===== src/rtl/uart_io_ctrl.sv =====
// rtl/uart_io_ctrl.sv - CPU-side byte-stream bridge to an AXI4-lite UART Lite slave
//
// Purpose:
//   Buffers core TX bytes and UART RX bytes in two small FIFOs and autonomously
//   polls the UART Lite STAT register, moving at most one byte per poll so the
//   core never waits on the bus.
//
// Ports:
//   clk, rst_n               clock, synchronous active-low reset
//   tx_valid/tx_ready/tx_data  core -> TX FIFO byte stream
//   rx_valid/rx_ready/rx_data  RX FIFO -> core byte stream (first-word fall-through)
//   axi_err                  one-cycle pulse on any non-OKAY rresp/bresp
//   axi_aw*/w*/b*/ar*/r*     AXI4-lite master, 32-bit address/data
module uart_io_ctrl #(
  parameter logic [31:0] BASE_ADDR     = 32'h4000_0000,
  parameter int          RX_DEPTH      = 16,
  parameter int          TX_DEPTH      = 16,
  parameter int          POLL_INTERVAL = 0
) (
  input  logic        clk,
  input  logic        rst_n,
  input  logic        tx_valid,
  output logic        tx_ready,
  input  logic [7:0]  tx_data,
  output logic        rx_valid,
  input  logic        rx_ready,
  output logic [7:0]  rx_data,
  output logic        axi_err,
  output logic [31:0] axi_awaddr,
  output logic [2:0]  axi_awprot,
  output logic        axi_awvalid,
  input  logic        axi_awready,
  output logic [31:0] axi_wdata,
  output logic [3:0]  axi_wstrb,
  output logic        axi_wvalid,
  input  logic        axi_wready,
  input  logic [1:0]  axi_bresp,
  input  logic        axi_bvalid,
  output logic        axi_bready,
  output logic [31:0] axi_araddr,
  output logic [2:0]  axi_arprot,
  output logic        axi_arvalid,
  input  logic        axi_arready,
  input  logic [31:0] axi_rdata,
  input  logic [1:0]  axi_rresp,
  input  logic        axi_rvalid,
  output logic        axi_rready
);

  localparam int TX_AW = $clog2(TX_DEPTH);
  localparam int RX_AW = $clog2(RX_DEPTH);
  localparam logic [TX_AW-1:0] TX_PTR_ONE = 1;
  localparam logic [RX_AW-1:0] RX_PTR_ONE = 1;
  localparam logic [TX_AW:0]   TX_CNT_ONE = 1;
  localparam logic [RX_AW:0]   RX_CNT_ONE = 1;
  localparam logic [TX_AW:0]   TX_FULL    = TX_DEPTH[TX_AW:0];
  localparam logic [RX_AW:0]   RX_FULL    = RX_DEPTH[RX_AW:0];
  localparam logic [31:0]      POLL_LIM   = POLL_INTERVAL;
  localparam logic [31:0]      ADDR_RX    = BASE_ADDR;
  localparam logic [31:0]      ADDR_TX    = BASE_ADDR + 32'd4;
  localparam logic [31:0]      ADDR_STAT  = BASE_ADDR + 32'd8;

  typedef enum logic [1:0] {ST_IDLE, ST_STAT, ST_RD_RX, ST_WR_TX} state_t;

  // ---------------- TX FIFO ----------------
  logic [7:0]       r_tx_mem [TX_DEPTH];
  logic [TX_AW-1:0] r_tx_wptr, r_tx_rptr;
  logic [TX_AW:0]   r_tx_cnt;
  logic             w_tx_push, w_tx_pop;
  logic [7:0]       w_tx_head;

  // ---------------- RX FIFO ----------------
  logic [7:0]       r_rx_mem [RX_DEPTH];
  logic [RX_AW-1:0] r_rx_wptr, r_rx_rptr;
  logic [RX_AW:0]   r_rx_cnt;
  logic             w_rx_push, w_rx_pop;

  // ---------------- FSM / bus registers ----------------
  state_t      r_state;
  logic [31:0] r_poll_cnt;
  logic [31:0] r_araddr, r_wdata;
  logic        r_arvalid, r_rready, r_awvalid, r_wvalid, r_bready, r_err;

  logic w_r_hs, w_b_hs, w_take_rx, w_take_tx;
  logic w_unused_rdata;

  assign tx_ready  = (r_tx_cnt != TX_FULL);
  assign w_tx_push = tx_valid & tx_ready;
  assign w_tx_head = r_tx_mem[r_tx_rptr];

  assign rx_valid  = (r_rx_cnt != '0);
  assign rx_data   = r_rx_mem[r_rx_rptr];
  assign w_rx_pop  = rx_valid & rx_ready;

  assign w_r_hs    = axi_rvalid & r_rready;
  assign w_b_hs    = axi_bvalid & r_bready;

  // STAT decision, evaluated on the STAT read-data handshake; RX has priority.
  assign w_take_rx = axi_rdata[0] & (r_rx_cnt != RX_FULL);
  assign w_take_tx = ~axi_rdata[3] & (r_tx_cnt != '0);
  assign w_tx_pop  = (r_state == ST_STAT) & w_r_hs & ~w_take_rx & w_take_tx;
  assign w_rx_push = (r_state == ST_RD_RX) & w_r_hs;

  assign w_unused_rdata = &axi_rdata[31:8];

  assign axi_awaddr  = ADDR_TX;
  assign axi_awprot  = 3'b000;
  assign axi_arprot  = 3'b000;
  assign axi_wstrb   = 4'b0001;
  assign axi_awvalid = r_awvalid;
  assign axi_wvalid  = r_wvalid;
  assign axi_wdata   = r_wdata;
  assign axi_bready  = r_bready;
  assign axi_araddr  = r_araddr;
  assign axi_arvalid = r_arvalid;
  assign axi_rready  = r_rready;
  assign axi_err     = r_err;

  // FIFO storage carries no reset; validity is tracked by the counters.
  always_ff @(posedge clk) begin
    if (w_tx_push) r_tx_mem[r_tx_wptr] <= tx_data;
    if (w_rx_push) r_rx_mem[r_rx_wptr] <= axi_rdata[7:0];
  end

  always_ff @(posedge clk) begin
    if (!rst_n) begin
      r_tx_wptr <= '0;
      r_tx_rptr <= '0;
      r_tx_cnt  <= '0;
      r_rx_wptr <= '0;
      r_rx_rptr <= '0;
      r_rx_cnt  <= '0;
    end else begin
      if (w_tx_push) r_tx_wptr <= r_tx_wptr + TX_PTR_ONE;
      if (w_tx_pop)  r_tx_rptr <= r_tx_rptr + TX_PTR_ONE;
      case ({w_tx_push, w_tx_pop})
        2'b10:   r_tx_cnt <= r_tx_cnt + TX_CNT_ONE;
        2'b01:   r_tx_cnt <= r_tx_cnt - TX_CNT_ONE;
        default: r_tx_cnt <= r_tx_cnt;
      endcase
      if (w_rx_push) r_rx_wptr <= r_rx_wptr + RX_PTR_ONE;
      if (w_rx_pop)  r_rx_rptr <= r_rx_rptr + RX_PTR_ONE;
      case ({w_rx_push, w_rx_pop})
        2'b10:   r_rx_cnt <= r_rx_cnt + RX_CNT_ONE;
        2'b01:   r_rx_cnt <= r_rx_cnt - RX_CNT_ONE;
        default: r_rx_cnt <= r_rx_cnt;
      endcase
    end
  end

  always_ff @(posedge clk) begin
    if (!rst_n) begin
      r_state    <= ST_IDLE;
      r_poll_cnt <= '0;
      r_araddr   <= ADDR_STAT;
      r_arvalid  <= 1'b0;
      r_rready   <= 1'b0;
      r_awvalid  <= 1'b0;
      r_wvalid   <= 1'b0;
      r_bready   <= 1'b0;
      r_wdata    <= '0;
      r_err      <= 1'b0;
    end else begin
      // Errors are only reported; the sequence continues as if OKAY.
      r_err <= (w_r_hs & (axi_rresp != 2'b00)) | (w_b_hs & (axi_bresp != 2'b00));
      case (r_state)
        ST_IDLE: begin
          if (r_poll_cnt == POLL_LIM) begin
            r_araddr  <= ADDR_STAT;
            r_arvalid <= 1'b1;
            r_rready  <= 1'b1;
            r_state   <= ST_STAT;
          end else begin
            r_poll_cnt <= r_poll_cnt + 32'd1;
          end
        end
        ST_STAT: begin
          if (r_arvalid & axi_arready) r_arvalid <= 1'b0;
          if (w_r_hs) begin
            r_rready <= 1'b0;
            if (w_take_rx) begin
              r_araddr  <= ADDR_RX;
              r_arvalid <= 1'b1;
              r_rready  <= 1'b1;
              r_state   <= ST_RD_RX;
            end else if (w_take_tx) begin
              r_wdata   <= {24'b0, w_tx_head};
              r_awvalid <= 1'b1;
              r_wvalid  <= 1'b1;
              r_state   <= ST_WR_TX;
            end else begin
              r_poll_cnt <= '0;
              r_state    <= ST_IDLE;
            end
          end
        end
        ST_RD_RX: begin
          if (r_arvalid & axi_arready) r_arvalid <= 1'b0;
          if (w_r_hs) begin
            r_rready   <= 1'b0;
            r_poll_cnt <= POLL_LIM;   // a byte moved: poll again at once
            r_state    <= ST_IDLE;
          end
        end
        ST_WR_TX: begin
          if (r_awvalid & axi_awready) r_awvalid <= 1'b0;
          if (r_wvalid & axi_wready)   r_wvalid  <= 1'b0;
          if (r_bready) begin
            if (axi_bvalid) begin
              r_bready   <= 1'b0;
              r_poll_cnt <= POLL_LIM;
              r_state    <= ST_IDLE;
            end
          end else if ((~r_awvalid | axi_awready) & (~r_wvalid | axi_wready)) begin
            // AW and W are both accepted (either earlier or in this cycle).
            r_bready <= 1'b1;
          end
        end
        default: r_state <= ST_IDLE;
      endcase
    end
  end

endmodule


===== config.mk =====
export PLATFORM = sky130hd
export DESIGN_NAME = uart_io_ctrl
export DESIGN_NICKNAME = d
export VERILOG_FILES = /design/src/rtl/uart_io_ctrl.sv
export SDC_FILE = /design/constraint.sdc
export NUM_CORES = 1
export LEC_CHECK = 0
export CAP_MARGIN = 0
export CORE_ASPECT_RATIO = 1.5
export CORE_MARGIN = 1
export CORE_UTILIZATION = 45
export DETAILED_ROUTE_END_ITERATION = 8
export MAX_ROUTING_LAYER = met4
export PLACE_DENSITY_LB_ADDON = 0.12
export SYNTH_ARGS = -nofsm -noshare
export SYNTH_HDL_FRONTEND = slang
export SYNTH_SLANG_ARGS = --single-unit

===== constraint.sdc =====
create_clock -name clk -period 8.7 [get_ports clk]
set_input_delay 1.74 -clock clk [delete_from_list [all_inputs] [get_ports clk]]
set_output_delay 1.74 -clock clk [all_outputs]
set_load 0.01 [all_outputs]

==> out/results.ini, run 1 <==
[final_layout]
drive_gt1_share_pct = 16.3
multi_input_area_um2 = 4930
antenna_cells = 0
nets = 1149
seq_area_um2 = 9270
fillers = 2814
syn_to_final_growth_pct = 10.9

[grt]
grt_max_degree = 51
grtUsageMet1_pct = 22.0
grt_busiest_layer = met2
overflow = 0
gr-usage-all-layers_pct = 19.1
grt_pass1_wl_mm = 47.3
antenna_found_initial = 0
grt_pass1_vias = 8303
grt_util_met3_pct = 2.68
use_met2_pct = 34.0

[clock_network]
htree_levels = 2
cts_tree = done
clockBufferDepth = 3
cts_resized = 0
cts_root_buf = clkbuf_16
ctsHoldBuffers = 0
post_cts_buffers = 0
worstSkewPairLatency_ps = 520
clk_pin_slew_ps = 60
numCtsBuffers = 34
cts_sinks = 335

[place]
routabilityCongestion = 0.778
port-buffer-count = 53
dp_slack_ps = 3620
dp_hpwl_mm = 20.2

[routing]
drt_iter0_drc = 489
routed_wirelength_mm = 30.2
vias = 8218
dr.pass1.iters = 5
wl_per_cell_um = 20.0
drc_errors = 0
via_per_inst = 5.45
final_antenna_net_count = 0

[floorplan]
core_area_um2 = 32600
core.rowCount = 81
io-pin-count = 175
die_width_um = 151
die_area_um2 = 33800
fp.dieH_um = 225
start_util_pct = 45.6

[worst_setup_path]
cp-end-kind = output pin
arrival_ps = 2980
start_kind = register
crit_top_cell = mux4_2
crit_chain = buf_4 > mux4_2 > mux4_2 > clkdlybuf4s50_1
cp_max_fo = 32
worstReg2RegStart = r_rx_cnt[0]
critPathRequiredTime_ps = 6960
worstSetupPathType = register to output pin
worst_path_max_delay_cell = mux4_2
max_stage_delay_ps = 610

[synthesis]
ys_top_cells_by_count = 256 x edfxtp_1, 98 x buf_4, 80 x mux4_2, 79 x dfxtp_1, 61 x nor2_1
synth_area_um2 = 14900
ys_top_cells_by_area = edfxtp_1 52%, mux4_2 12%, dfxtp_1 11%
syn_area_per_cell_um2 = 14.5
synth_top_area_cell = edfxtp_1
seq_area_frac_synth_pct = 62.3
yosysMostFrequentCell = edfxtp_1
yosys_most_used_dff = edfxtp_1
yosysWarnings = 0
synth-seq-cells = 335
ys_async_sr_fraction_pct = 0
synth_top_area_share_pct = 51.6
synth_edf_count = 256
synth_cells = 1025
synth.distinct_cells = 69

[min_path]
worstHoldPathType = register to register
hp-start = axi_wdata[5]

[sta]
post-route-period-util_pct = 54.2
tns_ps = 0
fin_crit_ps = 4720
fmax_mhz = 212
setup_viol = 0
skew_ps = 21.7
worst_pin_slew_ps = 1010
relSlewSlack_pct = 32.9
final_max_slew_viol_count = 0
hold_viol_final = 0
rsz0062_at_grt = no
setup_slack_ps = 3980

[status]
run_status = finished, final reports clean

[pwr]
power.switching_uw = 893
clockPowerShare_pct = 39.5
p_per_area_nw_per_um2 = 217
leakage_nw = 5.33
ir_drop_mv = 0.174
switching_share_pct = 24.9
intPower_mw = 2.69
combPwrFrac_pct = 11.5
seqPwrFrac_pct = 49.0

[job]
drv_cap = 0

## cells by family (layout without fill, tap and decap cells)
group / after synthesis / count (layout) / share of synthesized area, %
AOI/OAI and AO/OA: 137 / 137 / 6.31
xor gates and xnor gates: 19 / 19 / 1.12
adders and majority gates: 25 / 25 / 2.15
buffers and inverters: 172 / 146 / 7.10
DFF: 335 / 335 / 62.3
muxes: 85 / 85 / 12.4
other: 2 / 97 / 0.0505
and+or+nand+nor: 250 / 250 / 8.56
## stage by stage
step / utilization, % / instances / area, um^2 / total power, mW / hold slack (ps)
after detailed placement: 47.3 / 1450 / 15400 / 2.20 / 456
after floorplan: - / 1120 / 15200 / 2.09 / 458
after global placement: 47.3 / 1450 / 15400 / 2.20 / 451
final: 50.6 / 1509 / 16500 / 3.58 / 460
after CTS: 50.6 / 1509 / 16500 / 3.63 / 465
after global routing: 50.6 / 1509 / 16500 / 3.72 / 491
## cell usage in the layout (no fill, tap or decap), types with 8 or more instances in the layout
| cell type | n |
|---|---|
| edfxtp_1 | 256 |
| conb_1 | 97 |
| mux4_2 | 80 |
| dfxtp_1 | 77 |
| nor2_1 | 61 |
| nand2_1 | 60 |
| clkdlybuf4s50_1 | 52 |
| clkbuf_16 | 35 |
| o21ai_0 | 31 |
| nand3_1 | 24 |
| ha_1 | 24 |
| nor3_1 | 18 |
| inv_1 | 17 |
| a21oi_1 | 17 |
| buf_4 | 16 |
| nand4_1 | 15 |
| nor4_1 | 14 |
| or3_1 | 13 |
| a211oi_1 | 13 |
| o22ai_1 | 12 |
| xor2_1 | 11 |
| a31oi_1 | 10 |
| nand2b_1 | 9 |
| o311ai_0 | 9 |
| xnor2_1 | 8 |
## state kept, by name (all words and copies together) (netlist names), named ones only
register / flops
axi_rready: 1
r_poll_cnt: 32
r_rx_rptr: 4
axi_bready: 1
r_tx_rptr: 4
r_rx_wptr: 4
axi_araddr: 1
axi_awvalid: 1
r_tx_wptr: 4
axi_arvalid: 1
r_rx_cnt: 5
r_tx_cnt: 5
axi_wvalid: 1
r_rx_mem: 128
r_state: 2
axi_err: 1
r_tx_mem: 128
axi_wdata: 8
## per-layer routing
metal / share of wire (%) / wire (um) / up-vias
met5: 0 / 0 / -
met4: 2.3 / 685 / 0
met3: 3.5 / 1050 / 52
met2: 55 / 16600 / 154
met1: 39 / 11900 / 4136
li1: - / - / 3876
## layout make-up
cell class	instances	share of cell area, %
multi-input cells	613	29.9
clock inverters	15	0.894
well taps	415	3.14
flip-flops and latches	335	56.1
repair buffers	69	3.91
inverters	18	0.409
clock buffers	44	5.63
## worst paths after layout
| check | endpoint | slack (ps) | cells after the start |
|---|---|---|---|
| max | rx_data[1] | 3980 | 4 |
| min | axi_wdata[5] | 460 | 2 |
| max reg2reg | r_tx_cnt[3] | 5200 | 10 |
| min reg2reg | axi_wdata[5] | 460 | 2 |
## power by group through the flow
stage,combinational (mW),sequential [mW],clock (mW)
finish,0.411,1.76,1.42
global placement,0.412,1.79,0
detailed placement,0.412,1.79,0
global route,0.450,1.76,1.51
CTS,0.413,1.76,1.46
floorplan,0.306,1.79,0
## critical path, delay by kind of cell (launching register included)
| family | cells | cell delay (ps) |
|---|---|---|
| flip-flops | 1 | 310 |
| multiplexers | 2 | 1100 |
| buffers and inverters | 2 | 1060 |
(Power assumes the default switching activity.)
==> run 2, diff against run 1 <==
==> constraint.sdc (replaced) <==
create_clock -name clk -period 4.45 [get_ports clk]
set_input_delay 0.89 -clock clk [delete_from_list [all_inputs] [get_ports clk]]
set_output_delay 0.89 -clock clk [all_outputs]
set_load 0.01 [all_outputs]
==> out/results.ini, run 2 (synthesized netlist as in run 1, its figures left out) <==
[worst_setup_path]
ff2ff_setup_slack_ps = 1220  ; -3980 ps
rr_worst_depth = 9  ; -1
cp-end-kind = output pin
worstSetupPathType = register to output pin
r2r-end = r_tx_cnt[3]
cp_max_fo = 16  ; -50%
path_delay_family = multiplexers
max_stage_delay_ps = 740  ; +130 ps
arrival_ps = 3110  ; +130 ps
crit_top_cell = mux4_2
critPathRequiredTime_ps = 3560  ; -3400 ps
crit_chain = buf_4 > mux4_2 > mux4_2 > clkdlybuf4s50_1
critPathBufInv = 2  ; unchanged
worstReg2RegStart = r_rx_cnt[0]
worst_path_max_delay_cell = dfxtp_2
start_kind = register

[final_layout]
antenna_cells = 0  ; unchanged
nets = 1160  ; +0.96%
final_cells = 1519  ; +0.66%
postLayoutCoreUtil_pct = 50.4  ; -0.19 points
mostFrequentLayoutCells = 256 x edfxtp_1, 97 x conb_1, 80 x mux4_2
syn_to_final_growth_pct = 10.5
fin_area_um2 = 16500  ; -0.38%
final_common_cell = edfxtp_1
reg_top3 = r_rx_mem x128, r_tx_mem x128, r_poll_cnt x32
drive_gt1_share_pct = 16.6  ; +0.31 points

[place]
port-buffer-count = 53  ; unchanged
routabilityCongestion = 0.792  ; +1.9%
dp_slack_ps = 583  ; -3040 ps
place_area_um2 = 15500  ; +0.73%
numPlacedInstances = 1464  ; +0.97%
dp_hpwl_mm = 20.9  ; +3.3%

[sta]
hold_viol_final = 0  ; unchanged
skew_ps = 13.0  ; -8.76 ps
final_max_slew_viol_count = 0  ; unchanged
relSlewSlack_pct = 35.7  ; +2.8 points
rsz0062_at_grt = no
tns_ps = 0  ; unchanged
fmax_mhz = 250
fin_crit_ps = 4000
setup_slack_ps = 447  ; -3540 ps
post-route-period-util_pct = 89.9
setup_viol = 0  ; unchanged
worst_pin_slew_ps = 954  ; -51.7 ps
fin_hold_ws_ps = 468  ; +8.66 ps

[floorplan]
io-pin-count = 175  ; unchanged
fp.dieH_um = 225  ; unchanged
start_util_pct = 45.6  ; unchanged
core_area_um2 = 32600  ; unchanged
die_area_um2 = 33800  ; unchanged
die_width_um = 151  ; unchanged
core.rowCount = 81  ; unchanged

[pwr]
seqPwrFrac_pct = 51.5  ; +2.5 points
clockPowerShare_pct = 36.2  ; -3.3 points
finalPower_mw = 6.68  ; +86%
combPwrFrac_pct = 12.4  ; +0.9 points
power.switching_mw = 1.70  ; +91%
switching_share_pct = 25.5  ; +0.57 points
ir_drop_mv = 0.329  ; +89%
p_per_area_nw_per_um2 = 406  ; +87%
leakage_nw = 5.30  ; -0.66%
intPower_mw = 4.98  ; +85%

[routing]
drt_iter0_drc = 421  ; -14%
via_per_inst = 5.49  ; +0.82%
routed_wirelength_mm = 30.7  ; +1.6%
dr.pass1.iters = 5  ; unchanged
final_antenna_net_count = 0  ; unchanged
wl_per_cell_um = 20.2  ; +0.98%
drc_errors = 0  ; unchanged
vias = 8340  ; +1.5%

[clock_network]
cts_resized = 0  ; unchanged
cts_root_buf = clkbuf_16
htree_levels = 1  ; -1
ctsHoldBuffers = 0  ; unchanged
clk_pin_slew_ps = 60  ; about the same
cts_sinks = 335  ; unchanged
worstSkewPairLatency_ps = 570  ; +50 ps
cts_tree = done
numCtsBuffers = 31  ; -8.8%
post_cts_buffers = 0  ; unchanged
clockBufferDepth = 3  ; unchanged

[min_path]
holdPathEnd = axi_wdata[5]
hp-start = axi_wdata[5]
hold_depth = 2  ; unchanged
worstHoldPathType = register to register

[grt]
grt_max_degree = 51  ; unchanged
gr-usage-all-layers_pct = 19.1  ; about the same
grt_pass1_vias = 8250  ; -0.64%
grt_pass1_wl_mm = 47.2  ; -0.22%
antenna_found_initial = 0  ; unchanged
overflow = 0  ; unchanged

[status]
run_status = finished, final reports clean

[job]
drv_cap = 0  ; unchanged

-- run 2: area by class of cell --
type / instances / area (um^2)
multi-input combinational: 613 / 4930
inverter: 18 / 67.6
clock buffer: 42 / 827
sequential: 335 / 9270
tap: 415 / 519
timing repair buffer: 83 / 763
fill: 2813 / 16200
clock inverter: 13 / 75.1
-- run 2: layer usage --
| layer | wire (um) | vias to the layer above | share of wire (%) | GRT usage, % |
|---|---|---|---|---|
| li1 | - | 3904 | - | - |
| met1 | 12200 | 4225 | 40 | 22.4 |
| met2 | 16500 | 160 | 54 | 33.2 |
| met3 | 1230 | 51 | 4.0 | 2.64 |
| met4 | 809 | 0 | 2.6 | 6.58 |
| met5 | 0 | - | 0 | - |
-- run 2: power groups by stage --
| stage | registers (mW) | clock network [mW] | logic [mW] |
|---|---|---|---|
| finish | 3.44 | 2.42 | 0.826 |
| global route | 3.44 | 2.59 | 0.906 |
| CTS | 3.44 | 2.49 | 0.829 |
| detailed placement | 3.51 | 0 | 0.829 |
| global placement | 3.51 | 0 | 0.825 |
| floorplan | 3.50 | 0 | 0.598 |
-- run 2: worst reg2reg max path: cells and delay by family, from the launching register on --
family          cells  cell delay, ps
compound gates      3             680
fa+ha+maj           1             350
flops               1             360
simple gates        5            1800
-- run 2: how the worst max path moves through the flow --
| stage | end | slack [ps] | cells after the start |
|---|---|---|---|
| 2_1_floorplan | r_tx_cnt[3] | 1130 | 10 |
| 3_3_place_gp | r_tx_cnt[3] | 640 | 9 |
| 3_5_place_dp | r_tx_cnt[3] | 580 | 9 |
| 4_1_cts | rx_data[1] | 350 | 4 |
| 5_1_grt | rx_data[1] | 240 | 4 |
| 6_report | rx_data[1] | 450 | 4 |
